`config.mk`:
```
export PLATFORM = sky130hd
export DESIGN_NAME = fir_host_ctrl
export DESIGN_NICKNAME = d
export VERILOG_FILES = /design/src/rtl/fir_host_pkg.sv /design/src/rtl/handshake_timer.sv /design/src/rtl/fir_host_ctrl.sv
export SDC_FILE = /design/constraint.sdc
export NUM_CORES = 1
export LEC_CHECK = 0
export ABC_AREA = 0
export CORE_ASPECT_RATIO = 1.75
export CORE_MARGIN = 2
export CORE_UTILIZATION = 44
export CTS_BUF_LIST = sky130_fd_sc_hd__clkbuf_4
export DETAILED_ROUTE_END_ITERATION = 8
export PLACE_DENSITY = 0.81
export SYNTH_ARGS = -nofsm -noshare
export SYNTH_HDL_FRONTEND = slang
export SYNTH_SLANG_ARGS = --single-unit
```
`constraint.sdc`:
```
create_clock -name clk -period 2.3 [get_ports clk]
set_input_delay 0.46 -clock clk [delete_from_list [all_inputs] [get_ports clk]]
set_output_delay 0.46 -clock clk [all_outputs]
set_load 0.005 [all_outputs]
```
`src/rtl/fir_host_pkg.sv`:
```
// rtl/fir_host_pkg.sv - shared state type and size defaults for the FIR host controller
package fir_host_pkg;

  localparam int DEF_DATA_W     = 16;
  localparam int DEF_NUM_COEFFS = 4;

  typedef enum logic [2:0] {
    IDLE,
    COEFF_PULSE,
    COEFF_WAIT,
    SAMPLE_REQ,
    SAMPLE_WAIT,
    CAPTURE,
    FAULT
  } state_t;

endpackage

```
`src/rtl/handshake_timer.sv`:
```
// rtl/handshake_timer.sv - saturating cycle counter that flags a stalled handshake
module handshake_timer #(
  parameter int TIMEOUT = 25
) (
  input  logic clk,
  input  logic reset,
  input  logic i_clear,
  input  logic i_enable,
  output logic o_tc
);

  localparam int CNT_W = (TIMEOUT > 1) ? $clog2(TIMEOUT) : 1;

  logic [CNT_W-1:0] r_cnt;

  // Count enabled cycles; clear dominates and the count never wraps
  always_ff @(posedge clk or posedge reset) begin
    if (reset) begin
      r_cnt <= '0;
    end else if (i_clear) begin
      r_cnt <= '0;
    end else if (i_enable && !o_tc) begin
      r_cnt <= r_cnt + 1'b1;
    end
  end

  // Terminal count is hit on the TIMEOUT-th enabled cycle
  assign o_tc = i_enable && (r_cnt == CNT_W'(TIMEOUT - 1));

endmodule

```
`src/rtl/fir_host_ctrl.sv`:
```
// rtl/fir_host_ctrl.sv - host-side sequencer feeding coefficients and samples to a FIR filter
module fir_host_ctrl
  import fir_host_pkg::*;
#(
  parameter int DATA_W     = DEF_DATA_W,
  parameter int NUM_COEFFS = DEF_NUM_COEFFS,
  parameter int LC_PULSE   = 2,
  parameter int TIMEOUT    = 25
) (
  input  logic              clk,
  input  logic              reset,
  input  logic [DATA_W-1:0] coeff_in,
  input  logic              coeff_valid,
  output logic              coeff_ready,
  input  logic [DATA_W-1:0] sample_in,
  input  logic              sample_valid,
  output logic              sample_ready,
  output logic [DATA_W-1:0] fir_coefficient,
  output logic              load_coeff,
  output logic [DATA_W-1:0] sample_data,
  output logic              data_ready,
  input  logic              modwait,
  input  logic [DATA_W-1:0] fir_out,
  input  logic              err,
  output logic [DATA_W-1:0] result_data,
  output logic              result_err,
  output logic              result_valid,
  output logic              coeff_loaded,
  output logic              timeout
);

  localparam int IDX_W = (NUM_COEFFS > 1) ? $clog2(NUM_COEFFS) : 1;
  localparam int PC_W  = (LC_PULSE > 1) ? $clog2(LC_PULSE) : 1;

  state_t            r_state;
  state_t            w_next;
  logic [IDX_W-1:0]  r_idx;
  logic [PC_W-1:0]   r_pcnt;
  logic              r_seen_busy;
  logic              r_coeff_loaded;
  logic [DATA_W-1:0] r_fir_coefficient;
  logic [DATA_W-1:0] r_sample_data;
  logic [DATA_W-1:0] r_result_data;
  logic              r_result_err;
  logic              r_result_valid;
  logic              w_coeff_hs;
  logic              w_sample_hs;
  logic              w_coeff_done;
  logic              w_capture;
  logic              w_tc;
  logic              w_timer_clr;
  logic              w_timer_en;

  // State register
  always_ff @(posedge clk or posedge reset) begin
    if (reset) begin
      r_state <= IDLE;
    end else begin
      r_state <= w_next;
    end
  end

  // Next-state decode and handshake outputs; a stalled handshake always lands in FAULT
  always_comb begin
    w_next       = r_state;
    w_coeff_hs   = 1'b0;
    w_sample_hs  = 1'b0;
    w_coeff_done = 1'b0;
    w_capture    = 1'b0;
    coeff_ready  = 1'b0;
    sample_ready = 1'b0;
    load_coeff   = 1'b0;
    data_ready   = 1'b0;
    case (r_state)
      IDLE: begin
        coeff_ready  = 1'b1;
        sample_ready = r_coeff_loaded & ~coeff_valid;
        if (coeff_valid) begin
          w_coeff_hs = 1'b1;
          w_next     = COEFF_PULSE;
        end else if (sample_valid && r_coeff_loaded) begin
          w_sample_hs = 1'b1;
          w_next      = SAMPLE_REQ;
        end
      end
      COEFF_PULSE: begin
        load_coeff = 1'b1;
        if (r_pcnt == PC_W'(LC_PULSE - 1)) w_next = COEFF_WAIT;
      end
      COEFF_WAIT: begin
        if (r_seen_busy && !modwait) begin
          w_coeff_done = 1'b1;
          w_next       = IDLE;
        end
      end
      SAMPLE_REQ: begin
        data_ready = 1'b1;
        if (modwait) w_next = SAMPLE_WAIT;
      end
      SAMPLE_WAIT: begin
        if (!modwait) w_next = CAPTURE;
      end
      CAPTURE: begin
        w_capture = 1'b1;
        w_next    = IDLE;
      end
      FAULT: begin
        w_next = FAULT;
      end
      default: begin
        w_next = IDLE;
      end
    endcase
    if (w_tc) begin
      w_next       = FAULT;
      w_coeff_done = 1'b0;
      w_capture    = 1'b0;
    end
    // Ready is decoded from IDLE, which reset also selects, so mask it while reset is held
    if (reset) begin
      coeff_ready  = 1'b0;
      sample_ready = 1'b0;
    end
  end

  // Coefficient path: latch, pulse length, filter-busy tracking, index and full-set flag
  always_ff @(posedge clk or posedge reset) begin
    if (reset) begin
      r_fir_coefficient <= '0;
      r_pcnt            <= '0;
      r_seen_busy       <= 1'b0;
      r_idx             <= '0;
      r_coeff_loaded    <= 1'b0;
    end else begin
      if (r_state == COEFF_PULSE) r_pcnt <= r_pcnt + 1'b1;
      else                        r_pcnt <= '0;
      if (r_state == IDLE) begin
        r_seen_busy <= 1'b0;
      end else if (modwait && (r_state == COEFF_PULSE || r_state == COEFF_WAIT)) begin
        r_seen_busy <= 1'b1;
      end
      if (w_coeff_hs) begin
        r_fir_coefficient <= coeff_in;
        if (r_coeff_loaded) begin
          r_coeff_loaded <= 1'b0;
          r_idx          <= '0;
        end
      end
      if (w_coeff_done) begin
        if (r_idx == IDX_W'(NUM_COEFFS - 1)) begin
          r_idx          <= '0;
          r_coeff_loaded <= 1'b1;
        end else begin
          r_idx <= r_idx + 1'b1;
        end
      end
    end
  end

  // Sample latch and one-shot result capture
  always_ff @(posedge clk or posedge reset) begin
    if (reset) begin
      r_sample_data  <= '0;
      r_result_data  <= '0;
      r_result_err   <= 1'b0;
      r_result_valid <= 1'b0;
    end else begin
      if (w_sample_hs) r_sample_data <= sample_in;
      r_result_valid <= w_capture;
      if (w_capture) begin
        r_result_data <= fir_out;
        r_result_err  <= err;
      end
    end
  end

  assign w_timer_clr = (r_state == IDLE);
  assign w_timer_en  = (r_state != IDLE) && (r_state != FAULT);

  handshake_timer #(
    .TIMEOUT(TIMEOUT)
  ) u_timer (
    .clk     (clk),
    .reset   (reset),
    .i_clear (w_timer_clr),
    .i_enable(w_timer_en),
    .o_tc    (w_tc)
  );

  assign fir_coefficient = r_fir_coefficient;
  assign sample_data     = r_sample_data;
  assign result_data     = r_result_data;
  assign result_err      = r_result_err;
  assign result_valid    = r_result_valid;
  assign coeff_loaded    = r_coeff_loaded;
  assign timeout         = (r_state == FAULT);

endmodule

```
Word level (Yosys, flattened, before mapping)
Cells that the tools add are included.

Add/subtract/negate cells: 3. Equal/unequal tests: 14. Multiplexer cells: 36. Bitwise logic cells: 2. Reduce and logical (&&, ||, !) cells: 17.

Operator list (number): 1-bit 2-to-1 mux (22); 3-bit 2-to-1 mux (7); 3-bit case mux with 6 select lines (1); 3-bit by 2-bit != test with 1-bit output (second input constant) (4); 5-bit 2-to-1 mux (2); 3-bit == test (second input constant) (3); 2-bit 2-to-1 mux (4); 2-bit nonzero test (4); 3-bit by 2-bit == test with 1-bit output (second input constant) (2); 1-bit logical AND (6); 5-bit by 1-bit adder with 5-bit output (second input constant) (1); 5-bit == test (second input constant) (1); 5-bit AND reduction (1); 4-bit != test (second input constant) (1); 3-bit by 1-bit == test with 1-bit output (second input constant) (1); 3-bit logical NOT (1); 3-bit != test (second input constant) (1); 3-bit nonzero test (1); 2-bit by 1-bit adder with 2-bit output (second input constant) (1); 2-bit == test (second input constant) (1); 1-bit logical NOT (2); 2-bit AND reduction (1); 1-bit adder (second input constant) (1); 1-bit bitwise AND (1); other kinds (2) (2).

Register bits: 63. Input port bits: 54. Output and inout port bits: 56. Word-level logic and storage cells: 83.

Depth between registers and ports, before layout
Gate-level depths: netlist of the first run.

Word-level depth: 7. Gate-level depth with buffers: 8. Depth with buffers taken out: 7.

Cells and area by module
A second synthesis of the first run with hierarchy kept.

Cell total of the unflattened synthesis: 188. Area, all modules: 2726.4 um^2.

By module, submodules not included: fir_host_ctrl (times used 1, cells an instance 158, area each 2427.3 um^2, seq. area each 1451.4 um^2); handshake_timer (times used 1, cells an instance 30, area each 299.0 um^2, seq. area each 125.1 um^2).

Least setup slack after synthesis of the first run
Ideal clock, no wire load.

Path type: register to register. Start: reg u_timer.r_cnt[0]. End: reg r_result_data[10], in the netlist result_data[10]. Library setup time: 0.125 ns. Data arrival time: 1.908 ns. Required time: 2.175 ns. Path slack: 0.267 ns. Cell stages (with the launch flop): 8. Path buffers: 2. Clock period less this slack: 2.033 ns. Cell sequence: dfrtp_1 inv_1 ha_1 and4b_1 buf_2 nor3_2 buf_6 mux2_2.

Longest elaborated chain between the ends: 3.

Ends and longest elaborated chain: start, declared (RTL line handshake_timer.sv:14) `logic [CNT_W-1:0] r_cnt;`; start signal, assigned (RTL line handshake_timer.sv:23) `r_cnt <= r_cnt + 1'b1;`; 5-bit == test (RTL line handshake_timer.sv:28) `assign o_tc = i_enable && (r_cnt == CNT_W'(TIMEOUT - 1));`; 1-bit logical AND (RTL line handshake_timer.sv:28); 1-bit 2-to-1 mux (RTL line fir_host_ctrl.sv:114) `if (w_tc) begin`; net w_capture (RTL line fir_host_ctrl.sv:49) `logic w_capture;`; end signal, assigned (RTL line fir_host_ctrl.sv:171) `r_result_data <= fir_out;`; end, declared (RTL line fir_host_ctrl.sv:43) `logic [DATA_W-1:0] r_result_data;`.

The timed path passes the listed nets, and every way through them passes these cells. A chain may end at the register's enable or synchronous reset.

Worst setup path after layout of the first run
Start: reg r_state[0]. End: out timeout.

Longest elaborated chain between the ends: 1.

Ends and longest elaborated chain: start, declared (RTL line fir_host_ctrl.sv:35) `state_t r_state;`; start signal, assigned (RTL line fir_host_ctrl.sv:59) `r_state <= w_next;`; 3-bit == test (RTL line fir_host_ctrl.sv:196) `assign timeout = (r_state == FAULT);`; end, declared (RTL line fir_host_ctrl.sv:29) `output logic timeout`.

Every way passes these cells.

==> metrics.yaml, run 1 <==
outcome:
  status: "finished, final reports clean"
clock_tree:
  cts-root-buf: "clkbuf_4"
  cts_tree: "yes"
  cts_buffers: 9
  clk_pin_slew_ps: 100
  numClockSinks: 63
  clk_latency_ps: 400
  clockBufferDepth: 2
  htreeDepth: 3
sta:
  max_freq_mhz: 455
  finClkSkew_ps: 8.14
  fin_crit_sh_pct: 95.6
  worst_pin_slew_ps: 535
  period_needed_ps: 2200
  relSlewSlack_pct: 64.2
  hold_viol: 0
  tns_ps: 0
  drv_slew: 0
  finalSetupViolCount: 0
  worst_slack_ps: 102
drt:
  route.detailed.drc: 0
  postRouteAntennaNets: 0
  viasPerCell: 5.03
  dr.pass1.iters: 4
  via_count: 2006
  wl_um: 6620
  wl_per_cell_um: 16.6
  drt_iter0_markers: 98
floorplan:
  dieArea_mm2: 0.00683
  die_w_um: 63.4
  core_mm2: 0.00593
  io_pins: 110
  die_h_um: 108
  start_util_pct: 45.8
  num_rows: 37
yosys:
  synth-edff-count: 0
  synth_async_sr_flop_share_pct: 100
  synth_top_cell_by_area: "dfrtp_1"
  synth_warnings: 0
  synth_seq_cells: 63
  synth_top_area_share_pct: 58.1
  ys_top_cells_by_area: "dfrtp_1 (58%), mux2_2 (17%), mux2_4 (5.5%)"
  synthFlopType: "dfrtp_1"
  synth_seq_area_share_pct: 58.1
  synth_cells: 193
  syn-mean-instance-area_um2: 14.1
  syn_nets: 250
  syn-cell-area_mm2: 0.00271
  synth.distinct_cells: 36
layout:
  fin_cells: 399
  fin_nets: 373
  antenna_cells: 0
  fillers: 478
  area_growth_pct: 50.3
  layout-drive-gt1-share_pct: 26.5
setup_path:
  cp_top_family: "buffers and inverters"
  cp-start-kind: "flop"
  critPathArrivalTime_ps: 1740
  rrSetupSlack_ps: 380
  path_cells: "buf_4 -> nor2_4 -> and2_1 -> clkdlybuf4s50_1"
  max_stage_delay_ps: 490
  crit_fanout: 16
  cp.buffers_inverters: 2
  slowest_stage: "clkdlybuf4s50_1"
  path_class: "flop to output pin"
  endpoint_kind: "output pin"
  required_ps: 1840
global_routing:
  antenna_found_initial: 0
  grt_first_pass_wirelength_um: 10300
  grtUsageTotal_pct: 20.1
  grt_max_degree: 34
  overflow: 0
  grt_pass1_vias: 2210
placed_design:
  dpl.hpwl_um: 4930
  place_ws_ps: 18.9
  gp_congestion: 0.874
  numPlacedInstances: 381
  portBuffers: 109
power:
  powerDensity_mw_per_mm2: 1230
  vdd_drop_max_mv: 0.795
  power_leakage_nw: 1.76
hold_path:
  min_path_type: "flop to flop"
job:
  maxCapViolCount: 0
-- synth_stat cells, drive strengths merged, types with 2 or more instances --
cell    number
nor2b        3
o21ai        6
nor2         8
inv          8
a22o         4
nand2        4
xor2         2
nor3         2
dfrtp       63
nand3        3
or3          2
o31ai        2
a21oi        2
a21o         2
a211oi       3
ha           3
and2         4
nor4b        2
clkbuf       2
buf          8
mux2        50
-- stage by stage --
stage	cell area [um2]	util [%]	total power, mW	hold slack, ps
5_1_grt	4080	68.8	5.33	435
3_3_place_gp	3930	66.4	4.27	404
2_1_floorplan	2710	-	3.07	389
4_1_cts	4060	68.4	5.03	411
3_5_place_dp	3930	66.4	4.37	403
6_report	4080	68.8	5.00	416
-- what timing repair did --
item | CTS | global route
buffers inserted | 1 | 1
endpoints found under the setup margin | 4 | 3
gates resized for setup | 6 | 7
hold buffers | 0 | 0
pin swaps | 1 | 1
hold endpoints to repair | 0 | 0
-- layout make-up --
class,instances,area [um2],area share [%]
Clock buffer,10,75.1,1.84
Clock inverter,6,27.5,0.675
Inverter,8,30.0,0.736
Multi-Input combinational cell,112,1060,25.9
Sequential cell,63,1580,38.7
Tap cell,78,97.6,2.39
Timing Repair Buffer,122,1210,29.8
-- layer usage --
| layer | routed length, um | global-route usage [%] | vias up |
|---|---|---|---|
| li1 | - | - | 925 |
| met1 | 2240 | 18.5 | 1002 |
| met2 | 3930 | 38.3 | 65 |
| met3 | 263 | 5.65 | 14 |
| met4 | 183 | 11.5 | 0 |
| met5 | 0 | 0 | - |
-- flip-flops by register name (all words and copies together), names as in the netlist --
signal	count
r_idx	2
result_valid	1
fir_coefficient	16
r_state	3
u_timer.r_cnt	5
sample_data	16
r_seen_busy	1
coeff_loaded	1
result_err	1
r_pcnt	1
result_data	16
-- power by group --
| part | internal, mW | switching, mW | leakage, nW | total, mW |
|---|---|---|---|---|
| registers | 1.63 | 0.289 | 0.781 | 1.92 |
| clock network | 0.218 | 0.383 | 0.0563 | 0.602 |
| logic | 1.61 | 0.872 | 0.922 | 2.48 |
| total | 3.46 | 1.54 | 1.76 | 5.00 |
-- logic make-up (layout without fill, tap and decap cells) --
family                     after synthesis  count (layout)  share of synthesized area [%]
adders and majority gates                3               3                           1.38
xor gates and xnor gates                 3               3                          0.969
buffers and inverters                   18             146                           3.92
DFF                                     63              63                           58.1
AOI/OAI and AO/OA                       22              22                           5.53
and+or+nand+nor                         34              34                           7.93
muxes                                   50              50                           22.1
-- cell usage in the layout, fill, tap and decap left out, types with 4 or more instances in the layout --
cell | Yosys | routed
and2_1 | 4 | 4
inv_1 | 8 | 6
nor2_1 | 8 | 7
dfrtp_1 | 63 | 63
nand2_1 | 4 | 4
o21ai_0 | 6 | 6
clkinv_1 | 0 | 4
buf_4 | 0 | 9
mux2_4 | 10 | 10
clkdlybuf4s50_1 | 0 | 107
mux2_2 | 40 | 40
a22o_1 | 4 | 4
clkbuf_4 | 0 | 10
-- worst paths after layout --
check | cells past startpoint | start | to
worst max-delay path | 4 | r_state[0] | timeout
worst min-delay path | 1 | r_pcnt | r_pcnt
worst max register to register | 6 | r_state[2] | sample_data[13]
worst min register to register | 1 | r_pcnt | r_pcnt
max in group asynchronous | 3 | reset | result_data[12]
min in group asynchronous | 2 | reset | r_seen_busy
Power figures use the tool's default switching activity.
==> run 2, diff against run 1 <==
--- a/config.mk
+++ b/config.mk
@@ -12,6 +12,7 @@
 export CTS_BUF_LIST = sky130_fd_sc_hd__clkbuf_4
 export DETAILED_ROUTE_END_ITERATION = 8
 export PLACE_DENSITY = 0.81
+export REMOVE_ABC_BUFFERS = 1
 export SYNTH_ARGS = -nofsm -noshare
 export SYNTH_HDL_FRONTEND = slang
 export SYNTH_SLANG_ARGS = --single-unit
==> run 2 against run 1 <==
Register-to-register slack got worse by 30 ps. Global-route usage increased by 0.78 points. Total power increased by 4.0%. Count of clock-buffer cells in the layout increased by 2. Final area increased by 1.4%. Flip-flop and latch count unchanged.
==> metrics.yaml, run 2 (synthesized netlist as in run 1, its figures left out) <==
placed_design:
  gp_congestion: 0.836  # -4.4%
  numPlacedInstances: 381  # unchanged
  portBuffers: 109  # unchanged
  place_ws_ps: 26.2  # +7.32 ps
  dpl.hpwl_um: 4790  # -2.8%
  placed_area_mm2: 0.00395  # +0.32%
clock_tree:
  clockBufferDepth: 2  # unchanged
  htreeDepth: 3  # unchanged
  cts_tree: "yes"
  clk_pin_slew_ps: 90  # about the same
  clk_latency_ps: 420  # +20 ps
  cts_buffers: 9  # unchanged
  ctsHoldBuffers: 0  # unchanged
  cts-root-buf: "clkbuf_4"
  numClockSinks: 63  # unchanged
global_routing:
  use_met1_pct: 20.9  # +2.4 points
  grt_max_degree: 64  # +88%
  met3_usage_pct: 5.33  # -0.31 points
  grtUsageTotal_pct: 20.9  # +0.78 points
  antenna_found_initial: 0  # unchanged
  grt_first_pass_wirelength_um: 10600  # +2.9%
  overflow: 0  # unchanged
  grt_pass1_vias: 2155  # -2.5%
  met2_usage_pct: 37.4  # -0.98 points
  grt.busiest_layer: "met2"
sta:
  finalSetupViolCount: 0  # unchanged
  relSlewSlack_pct: 67.0  # +2.8 points
  hold_viol: 0  # unchanged
  grt_setup_unrepaired: "yes"
  worst_pin_slew_ps: 494  # -41.6 ps
  finClkSkew_ps: 9.50  # +1.36 ps
  whs_ps: 424  # +7.36 ps
  period_needed_ps: 2240  # +45.9 ps
  max_freq_mhz: 446  # -2.0%
  drv_slew: 0  # unchanged
  worst_slack_ps: 56.2  # -45.9 ps
  fin_crit_sh_pct: 97.6  # +2.0 points
floorplan:
  die_h_um: 108  # unchanged
  die_w_um: 63.4  # unchanged
  dieArea_mm2: 0.00683  # unchanged
  io_pins: 110  # unchanged
  num_rows: 37  # unchanged
  core_mm2: 0.00593  # unchanged
  start_util_pct: 45.8  # unchanged
power:
  p_int_mw: 3.64  # +5.2%
  power_leakage_nw: 1.80  # +2.5%
  p_seq_share_pct: 36.9  # -1.6 points
  switching_share_pct: 30.0  # -0.86 points
  vdd_drop_max_mv: 0.642  # -19%
  powerDensity_mw_per_mm2: 1260  # +2.5%
  p_total_mw: 5.20  # +4.0%
  p_sw_mw: 1.56  # +1.1%
  clockPowerShare_pct: 14.5  # +2.5 points
  power.share.combinational_pct: 48.5  # -1.0 points
drt:
  postRouteAntennaNets: 0  # unchanged
  drt_iter0_markers: 73  # -26%
  wl_um: 6690  # +1.1%
  via_count: 2016  # +0.50%
  route.detailed.drc: 0  # unchanged
  dr.pass1.iters: 4  # unchanged
  viasPerCell: 5.03  # about the same
  wl_per_cell_um: 16.7  # +0.58%
setup_path:
  cp-startpoint: "r_state[0]"
  endpoint_kind: "output pin"
  cp-start-kind: "flop"
  slowest_stage: "clkdlybuf4s50_1"
  worstReg2RegStart: "r_state[1]"
  path_class: "flop to output pin"
  required_ps: 1840  # about the same
  crit_fanout: 16  # unchanged
  path_cells: "buf_4 -> nor3b_1 -> clkdlybuf4s50_1"
  max_stage_delay_ps: 560  # +70 ps
  critPathArrivalTime_ps: 1780  # +40 ps
layout:
  fin_cells: 401  # +0.50%
  fillers: 471  # -1.5%
  fin_nets: 375  # +0.54%
  antenna_cells: 0  # unchanged
  layout_commonest_cell: "clkdlybuf4s50_1"
  layout.cells.most_common_list: "clkdlybuf4s50_1 (107), dfrtp_1 (63), mux2_2 (40)"
  layout-drive-gt1-share_pct: 27.2  # +0.76 points
  final_area_mm2: 0.00414  # +1.4%
  multi_input_area_mm2: 0.00105  # -0.95%
  area_growth_pct: 52.5
  seq_area_mm2: 0.00158  # unchanged
hold_path:
  min_path_type: "flop to flop"
  min_from: "r_pcnt"
job:
  maxCapViolCount: 0  # unchanged
outcome:
  status: "finished, final reports clean"
[run 2: cell count changes in the layout (fill, tap and decap cells not counted)]
| cell | delta |
|---|---|
| nor2_2 | +1 |
| clkbuf_4 | +2 |
| buf_12 | +1 |
| nor3b_1 | +1 |
| clkbuf_2 | -1 |
| nor3b_2 | -1 |
| bufinv_16 | +1 |
| clkinv_1 | -3 |
| dlymetal6s2s_1 | +1 |
| nor2_4 | -1 |
| buf_4 | +1 |
[run 2: routing by layer]
metal | share of wire (%) | up-vias
met5 | 0 | -
met4 | 4.6 | 0
met3 | 4.5 | 20
met2 | 57 | 77
met1 | 34 | 992
li1 | - | 927
[run 2: area by class of cell]
class	count	area share [%]
flip-flops and latches	63	38.1
repair buffers	124	30.2
multi-input cells	112	25.3
well taps	78	2.36
clock buffers	12	2.18
clock inverters	4	1.12
inverters	8	0.726
[run 2: repair_timing]
| action | CTS | global route |
|---|---|---|
| setup endpoints to repair | 4 | 4 |
| gates resized for setup | 7 | 2 |
| endpoints found under the hold margin | 0 | 0 |
| pin swaps | 2 | 2 |
| setup buffers | 1 | 3 |
[run 2: worst paths after layout]
| path | end | slack, ps | cells past startpoint |
|---|---|---|---|
| max in group asynchronous | u_timer.r_cnt[1] | 1410 | 4 |
| min in group asynchronous | result_data[10] | 600 | 4 |
| max | load_coeff | 60 | 3 |
| max reg2reg | r_state[1] | 350 | 6 |
| min | r_pcnt | 420 | 1 |
| min reg2reg | r_pcnt | 420 | 1 |
[run 2: worst max-delay path, delay by kind of cell, from the launching register on]
family	cells	cell delay, ps
flip-flops	1	350
buffers and inverters	2	760
AND/OR/NAND/NOR	1	270
[run 2: power groups by stage]
| stage | clock network, mW | registers [mW] | logic (mW) |
|---|---|---|---|
| final | 0.756 | 1.92 | 2.52 |
| after global routing | 0.833 | 1.99 | 2.71 |
| after CTS | 0.782 | 1.93 | 2.52 |
| after detailed placement | 0 | 1.94 | 2.45 |
| after global placement | 0 | 1.91 | 2.38 |
| after floorplan | 0 | 2.00 | 0.991 |
[run 2: per-stage QoR]
step / util [%] / TNS [ps]
2_1_floorplan: - / 0
3_3_place_gp: 66.6 / 0
3_5_place_dp: 66.6 / 0
4_1_cts: 69.4 / 0
5_1_grt: 69.8 / -48.6
6_report: 69.8 / 0
==> run 3, diff against run 2 <==
--- a/config.mk
+++ b/config.mk
@@ -7,12 +7,12 @@
 export LEC_CHECK = 0
 export ABC_AREA = 0
 export CORE_ASPECT_RATIO = 1.75
-export CORE_MARGIN = 2
-export CORE_UTILIZATION = 44
+export CORE_UTILIZATION = 40
 export CTS_BUF_LIST = sky130_fd_sc_hd__clkbuf_4
 export DETAILED_ROUTE_END_ITERATION = 8
-export PLACE_DENSITY = 0.81
+export PLACE_DENSITY = 0.78
 export REMOVE_ABC_BUFFERS = 1
+export SKIP_CTS_REPAIR_TIMING = 1
 export SYNTH_ARGS = -nofsm -noshare
 export SYNTH_HDL_FRONTEND = slang
 export SYNTH_SLANG_ARGS = --single-unit
==> constraint.sdc (replaced) <==
create_clock -name clk -period 1.8 [get_ports clk]
set_input_delay 0.36 -clock clk [delete_from_list [all_inputs] [get_ports clk]]
set_output_delay 0.36 -clock clk [all_outputs]
set_load 0.005 [all_outputs]
==> run 3 against run 2 <==
The run now ends with setup timing left. Core utilization fell by 2.9 points. Setup slack worse by 250 ps. Total power increased by 34%. Clock skew increased by 6.2 ps. Combinational power is 48% higher. Critical path type unchanged. First-iteration DRC count up 48%. Final area is 5.7% higher. Largest power group unchanged. Critical path depth did not move. Sequential share of layout area decreased by 2.1 points. Wire length increased by 2.4%.
==> metrics.yaml, run 3 (synthesized netlist as in run 1, its figures left out) <==
floorplan:
  num_rows: 39  # +5.4%
  die_h_um: 111  # +2.8%
  die_w_um: 64.3  # +1.4%
  core_mm2: 0.00654  # +10%
  dieArea_mm2: 0.00713  # +4.3%
  io_pins: 110  # unchanged
  start_util_pct: 41.5  # -4.3 points
clock_tree:
  htreeDepth: 3  # unchanged
  clk_pin_slew_ps: 110  # +20 ps
  cts_tree: "yes"
  cts-root-buf: "clkbuf_4"
  cts_buffers: 9  # unchanged
  clockBufferDepth: 2  # unchanged
  clk_latency_ps: 410  # about the same
  numClockSinks: 63  # unchanged
setup_path:
  crit_fanout: 2  # -14
  path_cells: "or3_4 -> nor4b_2 -> dlymetal6s2s_1"
  cp-start-kind: "flop"
  endpoint_kind: "output pin"
  path_class: "flop to output pin"
  slowest_stage: "or3_4"
  cp-startpoint: "r_state[2]"
  critPathArrivalTime_ps: 1630  # -150 ps
  max_stage_delay_ps: 410  # -150 ps
  worstReg2RegStart: "r_state[2]"
  cp_top_family: "simple AND/OR/NAND/NOR gates"
  cp.buffers_inverters: 1  # -1
  required_ps: 1440  # -400 ps
sta:
  tns_ps: -510  # -510 ps
  max_freq_mhz: 503
  worst_slack_ps: -189  # -245 ps
  period_needed_ps: 1990
  fin_crit_sh_pct: 111
  grt_setup_unrepaired: "yes"
  hold_viol: 0  # unchanged
  drv_slew: 0  # unchanged
  finClkSkew_ps: 15.7  # +6.25 ps
  worst_pin_slew_ps: 448  # -45.7 ps
  finalSetupViolCount: 5  # +5
  relSlewSlack_pct: 69.8  # +2.8 points
global_routing:
  overflow: 0  # unchanged
  antenna_found_initial: 0  # unchanged
  grt_max_degree: 38  # -41%
  grt_pass1_vias: 2149  # -0.28%
  grtUsageTotal_pct: 19.2  # -1.8 points
  grt_first_pass_wirelength_um: 10200  # -4.4%
drt:
  wl_per_cell_um: 16.2  # -3.1%
  wl_um: 6850  # +2.4%
  drt_iter0_markers: 108  # +48%
  route.detailed.drc: 0  # unchanged
  via_count: 2079  # +3.1%
  postRouteAntennaNets: 0  # unchanged
  dr.pass1.iters: 4  # unchanged
  viasPerCell: 4.90  # -2.5%
placed_design:
  gp_congestion: 0.782  # -6.4%
  portBuffers: 109  # unchanged
  numPlacedInstances: 397  # +4.2%
  dpl.hpwl_um: 4780  # -0.26%
layout:
  layout_commonest_cell: "clkdlybuf4s50_1"
  area_growth_pct: 61.2
  antenna_cells: 0  # unchanged
  layout.cells.most_common_list: "clkdlybuf4s50_1 (103), dfrtp_1 (63), mux2_2 (33)"
  layout-drive-gt1-share_pct: 32.7  # +5.5 points
  fin_cells: 424  # +5.7%
  fin_nets: 394  # +5.1%
outcome:
  status: "finished, violations left"
  violations: "setup timing"
power:
  vdd_drop_max_mv: 0.890  # +39%
  power_leakage_nw: 1.99  # +10%
  powerDensity_mw_per_mm2: 1600  # +27%
job:
  maxCapViolCount: 0  # unchanged
hold_path:
  min_path_type: "input pin to async pin"
[run 3: power by group]
part / switching, mW / internal, mW
Clock: 0.486 / 0.301
Combinational: 1.30 / 2.45
Sequential: 0.359 / 2.09
Total: 2.14 / 4.84
[run 3: path summary, 6_finish.rpt]
path	endpoint	slack, ps	depth (start not counted)
setup / recovery	sample_ready	-190	3
hold / removal	r_seen_busy	450	4
setup reg to reg	r_state[1]	-130	7
hold reg to reg	r_pcnt	470	1
max in group asynchronous	fir_coefficient[1]	1010	4
min in group clk	r_pcnt	470	1
[run 3: layout make-up]
| cell class | count | area, um2 |
|---|---|---|
| fill | 487 | 2170 |
| sequential | 63 | 1580 |
| timing repair buffer | 143 | 1440 |
| multi-input combinational | 112 | 1120 |
| tap | 82 | 103 |
| clock buffer | 11 | 82.6 |
| inverter | 8 | 30.0 |
| clock inverter | 5 | 25.0 |
[run 3: metrics by stage]
| step | worst slack (ps) | instance area [um2] | power, mW | util [%] | hold slack, ps |
|---|---|---|---|---|---|
| after global routing | -268 | 4370 | 7.41 | 66.9 | 453 |
| final | -189 | 4370 | 6.98 | 66.9 | 448 |
| after detailed placement | -331 | 4050 | 5.76 | 62.0 | 408 |
| after floorplan | -393 | 2640 | 3.82 | - | 389 |
| after CTS | -681 | 4160 | 6.57 | 63.6 | 414 |
| after global placement | -303 | 4050 | 5.65 | 62.0 | 412 |
[run 3: worst min-delay path: stages]
cell,delay (ps)
clkdlybuf4s50_1,430
buf_4,150
inv_2,70
buf_12,220
[run 3: per-layer routing]
layer / GRT usage, % / vias to the layer above / part of all wire (%)
li1: - / 968 / -
met1: 19.1 / 1028 / 36
met2: 34.8 / 64 / 57
met3: 4.63 / 19 / 3.6
met4: 10.8 / 0 / 3.1
met5: 0 / - / 0
